### config.mk
export PLATFORM = sky130hd
export DESIGN_NAME = nv_asyncfifo_wr_cg_ctrl
export DESIGN_NICKNAME = d
export VERILOG_FILES = /design/src/rtl/nv_asyncfifo_cg_pkg.sv /design/src/rtl/nv_cg_hold_cnt.sv /design/src/rtl/nv_asyncfifo_wr_cg_ctrl.sv
export SDC_FILE = /design/constraint.sdc
export NUM_CORES = 1
export LEC_CHECK = 0
export ABC_CLOCK_PERIOD_IN_PS = 1850
export CORE_MARGIN = 1
export CORE_UTILIZATION = 40
export DETAILED_ROUTE_END_ITERATION = 10
export PLACE_DENSITY = 0.67
export SLEW_MARGIN = 20
export SYNTH_ARGS = -nofsm -noshare
export SYNTH_HDL_FRONTEND = slang
export SYNTH_SLANG_ARGS = --single-unit
### constraint.sdc
create_clock -name nvdla_core_clk -period 1.85 [get_ports nvdla_core_clk]
set_input_delay 0.4625 -clock nvdla_core_clk [delete_from_list [all_inputs] [get_ports nvdla_core_clk]]
set_output_delay 0.4625 -clock nvdla_core_clk [all_outputs]
set_load 0.01 [all_outputs]
### src/rtl/nv_asyncfifo_cg_pkg.sv
// Shared definitions for the async-FIFO write-side clock-gating controller.
package nv_asyncfifo_cg_pkg;

    typedef enum logic [1:0] {
        CG_OFF  = 2'd0,
        CG_WAKE = 2'd1,
        CG_ON   = 2'd2,
        CG_HOLD = 2'd3
    } cg_state_e;

    localparam int HOLD_W_DEF = 4;
    localparam int CNT_W_DEF  = 16;

endpackage

### src/rtl/nv_cg_hold_cnt.sv
// Idle-hold down-counter: loaded on entry to HOLD, decremented while idle,
// reports when it has run out so the FSM can gate the clock.
module nv_cg_hold_cnt
    import nv_asyncfifo_cg_pkg::*;
#(
    parameter int HOLD_W = HOLD_W_DEF
) (
    input  logic              clk,
    input  logic              rst,
    input  logic              load_i,
    input  logic              dec_i,
    input  logic [HOLD_W-1:0] load_val_i,
    output logic              zero_o
);

    logic [HOLD_W-1:0] cnt_q;
    logic [HOLD_W-1:0] cnt_d;

    // Load has priority over decrement; otherwise the count holds.
    always_comb begin
        cnt_d = cnt_q;
        if (load_i) begin
            cnt_d = load_val_i;
        end else if (dec_i) begin
            cnt_d = cnt_q - HOLD_W'(1);
        end
    end

    // Counter register with synchronous reset to zero.
    always_ff @(posedge clk) begin
        if (rst) begin
            cnt_q <= '0;
        end else begin
            cnt_q <= cnt_d;
        end
    end

    assign zero_o = (cnt_q == '0);

endmodule

### src/rtl/nv_asyncfifo_wr_cg_ctrl.sv
// Write-side clock-gate controller for an async FIFO. A four-state FSM
// (OFF/WAKE/ON/HOLD) turns the write clock on for requests, gives the gate
// one WAKE cycle to settle before accepting writes, and keeps the clock on
// for a programmable number of idle cycles before gating it again.
module nv_asyncfifo_wr_cg_ctrl
    import nv_asyncfifo_cg_pkg::*;
#(
    parameter int HOLD_W = HOLD_W_DEF,
    parameter int CNT_W  = CNT_W_DEF
) (
    input  logic              nvdla_core_clk,
    input  logic              nvdla_core_rst,
    input  logic              wr_req,
    input  logic              fifo_wr_busy,
    input  logic              dft_enable_w,
    input  logic              cfg_cg_disable,
    input  logic [HOLD_W-1:0] cfg_hold_cycles,
    output logic              clk_en_w,
    output logic              wr_ready,
    output logic [1:0]        cg_state,
    output logic [CNT_W-1:0]  wake_cnt
);

    cg_state_e        state_q;
    cg_state_e        state_d;
    logic             fsm_en_q;
    logic [CNT_W-1:0] wake_cnt_q;
    logic [CNT_W-1:0] wake_cnt_d;
    logic             act;
    logic             hold_load;
    logic             hold_dec;
    logic             hold_zero;

    // Saturating increment: the statistic sticks at all-ones.
    function automatic logic [CNT_W-1:0] sat_inc(input logic [CNT_W-1:0] v);
        if (&v) begin
            return v;
        end
        return v + CNT_W'(1);
    endfunction

    // Disabling gating is treated as a permanent request.
    assign act = wr_req | fifo_wr_busy | cfg_cg_disable;

    nv_cg_hold_cnt #(
        .HOLD_W (HOLD_W)
    ) u_hold_cnt (
        .clk        (nvdla_core_clk),
        .rst        (nvdla_core_rst),
        .load_i     (hold_load),
        .dec_i      (hold_dec),
        .load_val_i (cfg_hold_cycles),
        .zero_o     (hold_zero)
    );

    // State register; fsm_en is registered alongside so the gate enable
    // follows the state that is about to be entered.
    always_ff @(posedge nvdla_core_clk) begin
        if (nvdla_core_rst) begin
            state_q  <= CG_OFF;
            fsm_en_q <= 1'b0;
        end else begin
            state_q  <= state_d;
            fsm_en_q <= (state_d != CG_OFF);
        end
    end

    // Next-state logic and hold-counter control.
    always_comb begin
        state_d   = state_q;
        hold_load = 1'b0;
        hold_dec  = 1'b0;
        case (state_q)
            CG_OFF: begin
                if (act) begin
                    state_d = CG_WAKE;
                end
            end
            CG_WAKE: begin
                state_d = CG_ON;
            end
            CG_ON: begin
                if (!act) begin
                    state_d   = CG_HOLD;
                    hold_load = 1'b1;
                end
            end
            CG_HOLD: begin
                if (act) begin
                    state_d = CG_ON;
                end else if (hold_zero) begin
                    state_d = CG_OFF;
                end else begin
                    hold_dec = 1'b1;
                end
            end
            default: begin
                state_d = CG_OFF;
            end
        endcase
    end

    // Count each wake-up, i.e. every OFF->WAKE transition.
    always_comb begin
        wake_cnt_d = wake_cnt_q;
        if ((state_q == CG_OFF) && act) begin
            wake_cnt_d = sat_inc(wake_cnt_q);
        end
    end

    // Wake statistic register; reset wins so a reset cycle never counts.
    always_ff @(posedge nvdla_core_clk) begin
        if (nvdla_core_rst) begin
            wake_cnt_q <= '0;
        end else begin
            wake_cnt_q <= wake_cnt_d;
        end
    end

    // Outputs; DFT enable masks the gate and handshake without touching state.
    always_comb begin
        clk_en_w = fsm_en_q & dft_enable_w;
        wr_ready = ((state_q == CG_ON) || (state_q == CG_HOLD)) & dft_enable_w;
        cg_state = state_q;
        wake_cnt = wake_cnt_q;
    end

endmodule

# Word level (Yosys, flattened, before mapping)
# Index checks and enable logic that the tools add are counted.
[totals]
input_bits = 10
elab_cells = 37
reg_bits = 23
[op_classes]
mux = 15
n_bitwise = 4
n_addsub = 2
reduce_logical = 8
n_eq_ne = 4
[op_table]
columns = ["cell", "count"]
rows = [
  ["$add A16 B1 Y16 const B", 1],
  ["$mux W16", 1],
  ["$reduce_and A16 Y1", 1],
  ["$mux W2", 4],
  ["$mux W4", 2],
  ["$pmux W2 S4", 1],
  ["$mux W1", 7],
  ["$eq A2 B2 Y1 const B", 2],
  ["$logic_not A4 Y1", 1],
  ["$reduce_bool A2 Y1", 2],
  ["$sub A4 B1 Y4 const B", 1],
  ["$and A1 B1 Y1", 2],
  ["$eq A2 B1 Y1 const B", 1],
  ["$logic_not A2 Y1", 1],
  ["$ne A2 B2 Y1 const B", 1],
  ["$or A1 B1 Y1", 2],
  ["$reduce_and A2 Y1", 1],
  ["$logic_and A1 B1 Y1", 1],
  ["$logic_or A1 B1 Y1", 1],
]

# Depth between registers and ports, before layout
# Gate-level depths: netlist of the first run.
[depth]
ltp_word = 6
depth_mapped = 6
mapped_depth_nobuf = 6

# By module
# A second synthesis of the first run with hierarchy kept.
[unflattened]
cells_unflattened = 142
area_unflattened_um2 = 1207.4
[modules_own_cells]
columns = ["mod", "instances", "cells_per_inst", "area_each_um2"]
rows = [
  ["nv_asyncfifo_wr_cg_ctrl", 1, 116, 974.7],
  ["nv_cg_hold_cnt", 1, 26, 232.7],
]

# Worst setup path before layout of the first run
# No wires, ideal clock.
[synth_timing]
kind = "register -> register"
from = "register wake_cnt_q[0] (netlist: wake_cnt[0])"
to = "register wake_cnt_q[14] (netlist: wake_cnt[14])"
path_stages_with_launch = 7
n_path_buf = 1
setup_time_ps = 123
setup_slack_ps = -134
required_ps = 1727
period_less_slack_ps = 1984
t_arrival_ps = 1861
cell_sequence = "dfxtp_1 -> ha_1 -> nand3_1 -> or4_1 -> clkbuf_1 -> nor4b_1 -> mux2_1"
[synth_between]
elab_chain_len = 5
word_cells_on_any_way = 7
cone_classes = "add/sub (1); eq/ne (1); mux (3); reduce/logical (2)"
[synth_rtl]
columns = ["element", "line_no", "text"]
rows = [
  ["start, declared", "nv_asyncfifo_wr_cg_ctrl.sv:27", "logic [CNT_W-1:0] wake_cnt_q;"],
  ["start signal, assigned", "nv_asyncfifo_wr_cg_ctrl.sv:116", "wake_cnt_q <= wake_cnt_d;"],
  ["branches (longest 5 deep; another with $add A16 B1 Y16)", "n/a", ""],
]
# Parallel ways; which one is timed is not known. The select of a mux whose other input is x is not followed.
# A chain may end at the register's enable or synchronous reset.

# Worst setup path in the final report of the first run
# Same ends and word-level chain as after synthesis.

==> results.ini, run 1 <==
[run_status]
status = complete, no violations

[setup_path]
crit_required_ns = 2.06
crit_type = reg -> reg
setup.worst_path.end_class = flop
r2r_start = wake_cnt[0]
startpoint = wake_cnt[0]
worstPathArrival_ns = 2.03
r2r_cells = 5
worst_setup_path_start_kind = flop
cp_max_fo = 4

[floorplanning]
fp.dieH_um = 58.3
start_util_pct = 41.8
core.rowCount = 20
ios = 30
coreArea_um2 = 3030
die_area_um2 = 3390
dieWidth_um = 58.3

[synth]
seq_area_frac_synth_pct = 36.4
synth_top_area_share_pct = 36.4
synthTopCellsByArea = dfxtp_1 (36%), mux2_2 (8.0%), nor2b_1 (5.9%)
syn-mean-instance-area_um2 = 8.12
async_reset_ff_share_pct = 0
synth_edf_count = 0
synth_area_um2 = 1270
ys_seq_elements = 23
syn_inst = 156
synth_warnings = 0
synthTopCellsByCount = dfxtp_1 (23), nor2_1 (19), a21oi_1 (12), nor2b_1 (12), mux2_2 (9)
ys.flop_type = dfxtp_1
syn_nets = 168
synthDistinctLibCells = 36
yosys.area.top_type = dfxtp_1
synth_most_common_cell = dfxtp_1

[routing]
routed_wl_mm = 3.10
routed_via_density = 5.26
dr.pass1.iters = 4
vias = 1298
drtAntennaViolNets = 0
drc = 0
drt_iter0_drc = 67
wl_per_cell_um = 12.5

[clock_network]
clock_sinks = 23
clock_latency_ns = 0.31
root_buffer = clkbuf_4
path_clk_slew_ns = 0.12
cts_buffer_depth = 2
cts_tree = done
htreeDepth = 1
numCtsBuffers = 3
cts_hold_buf = 0

[finish]
antenna_cells = 0
stdcell_area_um2 = 1900
layout-drive-gt1-share_pct = 26.1
layout.cells.non_filler = 247
nets = 216
syn_to_final_growth_pct = 50.3

[timing]
hold_violations = 0
timing.hold.ws_ns = 0.485
relSlewSlack_pct = 68.4
finClkSkew_ns = 0.00206
worstMarginPinSlew_ns = 0.473
fin_crit_sh_pct = 98.4
tns_ns = 0
rsz0062_at_grt = yes
slew_viol_final = 0
finalSetupViolations = 0
max_freq_mhz = 549
fin_crit_ns = 1.82

[global_routing]
grt_pass1_wl_mm = 5.24
grt_overflow = 0
grt_pass1_vias = 1225
grt_max_degree = 34
track_usage_pct = 19.8
grt_antenna_before_repair = 0

[hold_path]
min_from = u_hold_cnt.cnt_q[1]
whs_path_depth = 2
holdCritPathClass = reg -> reg

[power_and_ir_drop]
switching_power_w = 0.000256
p_sw_share_pct = 26.3
ir_drop_uv = 348
leakagePower_nw = 0.718
powerDensity_nw_per_um2 = 513
p_clk_share_pct = 23.5
cellInternalPower_w = 0.000719
pwr-share-seq_pct = 54.4
comb_power_share_pct = 22.1

[placement]
place_area_um2 = 1750
dp.cells = 242
dpl.hpwl_mm = 2.23
port-buffer-count = 29
place_congestion = 0.842

[flow_run]
maxCapViolCount = 0

## cell usage in the layout, fill, tap and decap left out, types with 2 or more instances in the layout
cell type,count
dlymetal6s2s_1,5
nor2_1,19
inv_1,8
nand2b_1,3
nor3_1,5
a211oi_1,2
o31ai_2,3
a21oi_1,11
dlygate4sd2_1,2
nand4_1,5
buf_4,15
clkdlybuf4s50_1,22
nor4_2,2
or4_1,4
nand2_1,7
buf_6,3
nor2b_1,12
or2_2,2
dfxtp_2,5
o21ai_0,5
and2_1,2
nand3_1,4
mux2_2,9
nor4b_4,2
clkbuf_4,3
dfxtp_1,18
## routing by layer
layer  vias up  share of wire (%)  track usage [%]
met5         -                  0                0
met4         0                1.3             7.14
met3         4                2.8             2.23
met2        23                 48             33.2
met1       618                 48             26.2
li1        653                  -                -
## cell families after synthesis
group / Yosys count / share of synthesized area (%)
and+or+nand+nor: 79 / 34.6
AOI/OAI and AO/OA: 28 / 13.4
DFF: 23 / 36.4
buffers and inverters: 13 / 3.95
adders and majority gates: 2 / 1.98
muxes: 11 / 9.68
## power by group through the flow
stage	combinational, W	sequential, W	clock [W]
floorplan	0.0000835	0.000549	0
global placement	0.000193	0.000538	0
detailed placement	0.000198	0.000540	0
CTS	0.000210	0.000530	0.000241
global route	0.000240	0.000533	0.000255
finish	0.000216	0.000531	0.000229
## per-stage QoR
stage                     util (%)  setup slack (ns)  total power, W
after global routing          62.9           -0.0146         0.00103
after CTS                     60.5           -0.0725        0.000982
after detailed placement      57.9            -0.526        0.000738
after global placement        57.9            -0.449        0.000732
final                         62.9            0.0300        0.000975
after floorplan                  -           -0.0114        0.000632
## final cells by class
type                       instances  area [µm²]
multi-input combinational        120         858
clock buffer                       4        26.3
tap                               44        55.1
timing repair buffer              48         467
sequential                        23         467
inverter                           8        30.0
fill                             273        1120
## path summary, 6_finish.rpt
path / end / slack, ns
worst max-delay path: wake_cnt[14] / 0.03
worst min-delay path: u_hold_cnt.cnt_q[1] / 0.49
worst max register to register: wake_cnt[14] / 0.03
worst min register to register: u_hold_cnt.cnt_q[1] / 0.49
## flip-flops by register name, indices dropped and copies added, names as in the netlist
register,flops
fsm_en_q,1
wake_cnt,16
u_hold_cnt.cnt_q,4
cg_state,2
## what timing repair did
| action | 4_1_cts | 5_1_grt |
|---|---|---|
| pin swaps | 1 | 7 |
| resized for setup | 10 | 20 |
| buffers inserted | 1 | 0 |
| endpoints found under the setup margin | 9 | 18 |
## critical path: stages, from the launching register on
cell and delay [ns]:
dfxtp_2 0.38, ha_4 0.14, nand3_2 0.09, or4_4 0.55
nor4b_4 0.25, mux2_4 0.32
(Power assumes the default switching activity.)
==> run 2, diff against run 1 <==
- SKIP_LAST_GASP: default -> 1
==> results.ini, run 2 (synthesis gave the netlist of run 1 again) <==
[setup_path]
critPathMaxStageDelay_ns = 0.55  ; about the same
cp_cell_sequence = ha_2, nand3_2, or4_4, nor4b_4, mux2_4
cp_max_fo = 4  ; unchanged
worstPathArrival_ns = 2.04  ; about the same
r2r_start = wake_cnt[0]
worst_setup_path_start_kind = flop
crit_required_ns = 2.06  ; about the same
reg2reg_slack_ns = 0.02  ; about the same
rr_endpoint = wake_cnt[14]
setup.worst_path.end_class = flop
crit_type = reg -> reg
slowest_stage = or4_4
r2r_cells = 5  ; unchanged

[clock_network]
cts_hold_buf = 0  ; unchanged
root_buffer = clkbuf_4
clock_sinks = 23  ; unchanged
path_clk_slew_ns = 0.12  ; about the same
cts_tree = done
numCtsBuffers = 3  ; unchanged
cts_buffer_depth = 2  ; unchanged
clock_latency_ns = 0.31  ; about the same
htreeDepth = 1  ; unchanged

[finish]
most-common-layout-cells = clkdlybuf4s50_1 (22), nor2_1 (19), dfxtp_1 (19)
layout-drive-gt1-share_pct = 26.1  ; unchanged
layout.cells.non_filler = 247  ; unchanged
layout_commonest_cell = clkdlybuf4s50_1
syn_to_final_growth_pct = 49.7
antenna_cells = 0  ; unchanged
largest_reg_flops = 16  ; unchanged
stdcell_area_um2 = 1900  ; -0.39%
final_core_util_pct = 62.6  ; -0.25 points
fillCellCount = 274  ; +0.37%
nets = 216  ; unchanged

[power_and_ir_drop]
leakagePower_nw = 0.715  ; -0.47%
ir_drop_uv = 342  ; -1.7%
power_w = 0.000969  ; -0.60%
powerDensity_nw_per_um2 = 511  ; -0.21%

[floorplanning]
fp.dieH_um = 58.3  ; unchanged
dieWidth_um = 58.3  ; unchanged
ios = 30  ; unchanged
start_util_pct = 41.8  ; unchanged
die_area_um2 = 3390  ; unchanged
core.rowCount = 20  ; unchanged
coreArea_um2 = 3030  ; unchanged

[global_routing]
grt_pass1_vias = 1223  ; -0.16%
grt_max_degree = 34  ; unchanged
grt_overflow = 0  ; unchanged
track_usage_pct = 19.7  ; -0.093 points
grt_antenna_before_repair = 0  ; unchanged
grt_pass1_wl_mm = 5.22  ; -0.27%

[timing]
finalSetupViolations = 0  ; unchanged
fin_crit_ns = 1.83  ; +0.0107 ns
slew_viol_final = 0  ; unchanged
worstMarginPinSlew_ns = 0.473  ; +0.000198 ns
timing.hold.ws_ns = 0.485  ; -0.0000420 ns
finClkSkew_ns = 0.00322  ; +0.00116 ns
fin_crit_sh_pct = 99.0  ; +0.58 points
hold_violations = 0  ; unchanged
relSlewSlack_pct = 68.3  ; about the same
rsz0062_at_grt = yes
max_freq_mhz = 546  ; -0.58%

[placement]
place_area_um2 = 1750  ; unchanged
dpl.hpwl_mm = 2.23  ; unchanged
port-buffer-count = 29  ; unchanged
place_congestion = 0.842  ; unchanged
dp.cells = 242  ; unchanged

[flow_run]
maxCapViolCount = 0  ; unchanged

[routing]
drt_iter0_drc = 66  ; -1.5%
dr.pass1.iters = 4  ; unchanged
vias = 1306  ; +0.62%
wl_per_cell_um = 12.5  ; -0.26%
routed_wl_mm = 3.09  ; -0.26%
drtAntennaViolNets = 0  ; unchanged
routed_via_density = 5.29  ; +0.62%
drc = 0  ; unchanged

[hold_path]
whs_endpoint = u_hold_cnt.cnt_q[1]
holdCritPathClass = reg -> reg
whs_path_depth = 2  ; unchanged
min_from = u_hold_cnt.cnt_q[1]

[run_status]
status = complete, no violations

run 2: cell types whose count changed in the layout (fill, tap and decap cells not counted):
cell     delta
a21oi_1     -1
a21oi_2     +1
dfxtp_1     +1
dfxtp_2     -1
ha_2        +1
ha_4        -1
or2_0       +1
or2_1       -1
run 2: layout make-up:
class                      instances  area [µm²]  share of cell area (%)
timing repair buffer              48         467                    24.6
tap                               44        55.1                    2.90
multi-input combinational        120         852                    45.0
inverter                           8        30.0                    1.58
clock buffer                       4        26.3                    1.39
sequential                        23         465                    24.6
run 2: critical path: cells and delay by family (launching register included):
family | cells | cell delay, ns
adder cells (fa/ha/maj) | 1 | 0.18
flip-flops | 1 | 0.35
multiplexers | 1 | 0.32
AND/OR/NAND/NOR | 3 | 0.89
run 2: metal layers:
layer | wire length, µm | vias up | track usage (%) | share of wire [%]
met1 | 1420 | 621 | 26.1 | 46
met5 | 0 | - | 0 | 0
li1 | - | 652 | - | -
met2 | 1520 | 29 | 33.0 | 49
met4 | 39 | 0 | 7.14 | 1.3
met3 | 103 | 4 | 2.23 | 3.3
run 2: metrics by stage:
stage | TNS [ns] | setup slack (ns)
after floorplan | -0.0120 | -0.0114
after global placement | -6.24 | -0.449
after detailed placement | -6.99 | -0.526
after CTS | -0.167 | -0.0725
after global routing | -0.0543 | -0.0409
final | 0 | 0.0193
run 2: worst max path at each step:
stage,from,to,slack [ns],depth (start not counted)
detailed placement,fifo_wr_busy,wake_cnt[10],-0.53,5
global route,wake_cnt[1],wake_cnt[14],-0.04,5
global placement,fifo_wr_busy,wake_cnt[14],-0.45,5
CTS,fifo_wr_busy,wake_cnt[15],-0.07,6
floorplan,cg_state[1],wake_cnt[14],-0.01,5
finish,wake_cnt[0],wake_cnt[14],0.02,5
run 2: what timing repair did:
item / CTS / global route
buffers inserted: 1 / 0
pin swaps: 1 / 7
hold endpoints to repair: 0 / 0
gates resized for setup: 9 / 19
setup endpoints to repair: 9 / 18
run 2: where the power goes:
part	switching [W]	internal [W]
Sequential	0.0000102	0.000516
Clock	0.000146	0.0000841
Combinational	0.0000975	0.000116
Total	0.000253	0.000716
==> run 3, diff against run 2 <==
- CTS_BUF_LIST: default -> sky130_fd_sc_hd__clkbuf_2
==> results.ini, run 3 (synthesis gave the netlist of run 1 again) <==
[timing]
max_freq_mhz = 537  ; -1.7%
finalSetupViolations = 1  ; +1
slew_viol_final = 0  ; unchanged
fin_ws_ns = -0.0118  ; -0.0311 ns
relSlewSlack_pct = 68.2  ; -0.10 points
worstMarginPinSlew_ns = 0.475  ; +0.00157 ns
rsz0062_at_grt = yes
fin_crit_sh_pct = 101  ; +1.7 points
finClkSkew_ns = 0.00763  ; +0.00442 ns
fin_crit_ns = 1.86  ; +0.0311 ns
hold_violations = 0  ; unchanged

[setup_path]
crit_required_ns = 2.09  ; +0.03 ns
crit_type = in -> reg
cp_max_fo = 5  ; +1
setup.worst_path.end_class = flop
worst_setup_path_start_kind = primary input
worstPathArrival_ns = 2.10  ; +0.06 ns

[run_status]
status = finished, violations left
violations = setup timing

[floorplanning]
start_util_pct = 41.8  ; unchanged
ios = 30  ; unchanged
core.rowCount = 20  ; unchanged
dieWidth_um = 58.3  ; unchanged
fp.dieH_um = 58.3  ; unchanged
die_area_um2 = 3390  ; unchanged
coreArea_um2 = 3030  ; unchanged

[finish]
largest_reg_flops = 16  ; unchanged
antenna_cells = 0  ; unchanged
most-common-layout-cells = clkdlybuf4s50_1 (21), nor2_1 (19), buf_4 (19)
layout.cells.non_filler = 248  ; +0.40%
syn_to_final_growth_pct = 47.9
layout_commonest_cell = clkdlybuf4s50_1
final_core_util_pct = 61.9  ; -0.74 points
nets = 217  ; +0.46%
layout-drive-gt1-share_pct = 29.9  ; +3.8 points

[power_and_ir_drop]
ir_drop_uv = 287  ; -16%
powerDensity_nw_per_um2 = 498  ; -2.5%
p_clk_share_pct = 21.5  ; -2.2 points
cellInternalPower_w = 0.000685  ; -4.4%
p_sw_share_pct = 26.6  ; +0.51 points
switching_power_w = 0.000249  ; -1.8%
pwr-share-seq_pct = 56.5  ; +2.2 points
comb_power_share_pct = 22.0  ; about the same
leakagePower_nw = 0.744  ; +4.0%

[clock_network]
path_clk_slew_ns = 0.21  ; +0.09 ns
clock_sinks = 23  ; unchanged
numCtsBuffers = 3  ; unchanged
root_buffer = clkbuf_2
htreeDepth = 1  ; unchanged
cts_hold_buf = 0  ; unchanged
clock_latency_ns = 0.32  ; about the same
cts_buffer_depth = 2  ; unchanged
cts_tree = done

[routing]
top_layer = met4
drc = 0  ; unchanged
drtAntennaViolNets = 0  ; unchanged
routedLengthMet1_mm = 1.43  ; +0.21%
wl_per_cell_um = 12.6  ; +0.85%
routed_wl_mm = 3.13  ; +1.3%
vias = 1313  ; +0.54%
routed_via_density = 5.29  ; +0.13%
dr.pass1.iters = 4  ; unchanged
routed-wl-met3_um = 120  ; +17%
wl_met2_mm = 1.56  ; +2.6%
drt_iter0_drc = 64  ; -3.0%

[global_routing]
grt_overflow = 0  ; unchanged
track_usage_pct = 19.4  ; -0.28 points
grt_antenna_before_repair = 0  ; unchanged
grt_pass1_vias = 1212  ; -0.90%
grt_max_degree = 34  ; unchanged
grt_pass1_wl_mm = 5.16  ; -1.2%

[placement]
place_congestion = 0.842  ; unchanged
place_ws_ns = -0.526  ; unchanged
dpl.hpwl_mm = 2.23  ; unchanged
dp.cells = 242  ; unchanged
port-buffer-count = 29  ; unchanged

[flow_run]
maxCapViolCount = 0  ; unchanged

[hold_path]
holdCritPathClass = reg -> reg

## run 3: cell types whose count changed in the layout (fill, tap and decap cells not counted), sizes merged
cell           delta
clkdlybuf4s50     -1
buf               +1
dlygate4sd2       +1
## run 3: metrics by stage
stage          setup TNS [ns]  hold slack, ns  area, µm²  power (W)
4_1_cts                -0.121           0.492       1810   0.000939
3_5_place_dp            -6.99           0.467       1750   0.000738
6_report              -0.0118           0.491       1870   0.000934
5_1_grt                -0.291           0.505       1870   0.000984
3_3_place_gp            -6.24           0.457       1750   0.000732
2_1_floorplan         -0.0120           0.446       1280   0.000632
## run 3: final timing paths
| check | slack [ns] | cells past startpoint | from | to |
|---|---|---|---|---|
| max | -0.01 | 6 | wr_req | wake_cnt[13] |
| min | 0.49 | 2 | u_hold_cnt.cnt_q[1] | u_hold_cnt.cnt_q[1] |
| max reg2reg | 0.01 | 5 | wake_cnt[0] | wake_cnt[14] |
| min reg2reg | 0.49 | 2 | u_hold_cnt.cnt_q[1] | u_hold_cnt.cnt_q[1] |
## run 3: area by class of cell
cell class,instances,area (µm²)
clock buffers,4,20.0
repair buffers,49,462
flip-flops and latches,23,477
well taps,44,55.1
fillers,275,1150
inverters,8,30.0
multi-input cells,120,830
## run 3: power groups by stage
stage | logic [W] | registers [W] | clock network, W
floorplan | 0.0000835 | 0.000549 | 0
global placement | 0.000193 | 0.000538 | 0
detailed placement | 0.000198 | 0.000540 | 0
CTS | 0.000205 | 0.000527 | 0.000207
global route | 0.000229 | 0.000531 | 0.000224
finish | 0.000206 | 0.000528 | 0.000200
## run 3: layer usage
metal,track usage (%),vias up
met4,6.12,0
met5,0,-
met1,25.8,628
met2,32.8,27
li1,-,656
met3,2.23,2
## run 3: worst max-delay path: stages
cell and delay (ns):
clkdlybuf4s50_1 0.48, buf_4 0.12, or3_4 0.11, nand4b_1 0.24
nor4_2 0.34, mux2_2 0.36
## run 3: repair_timing
| item | 4_1_cts | 5_1_grt |
|---|---|---|
| pin swaps | 1 | 5 |
| gates resized for setup | 11 | 20 |
| buffers inserted | 1 | 1 |
| endpoints found under the setup margin | 10 | 24 |
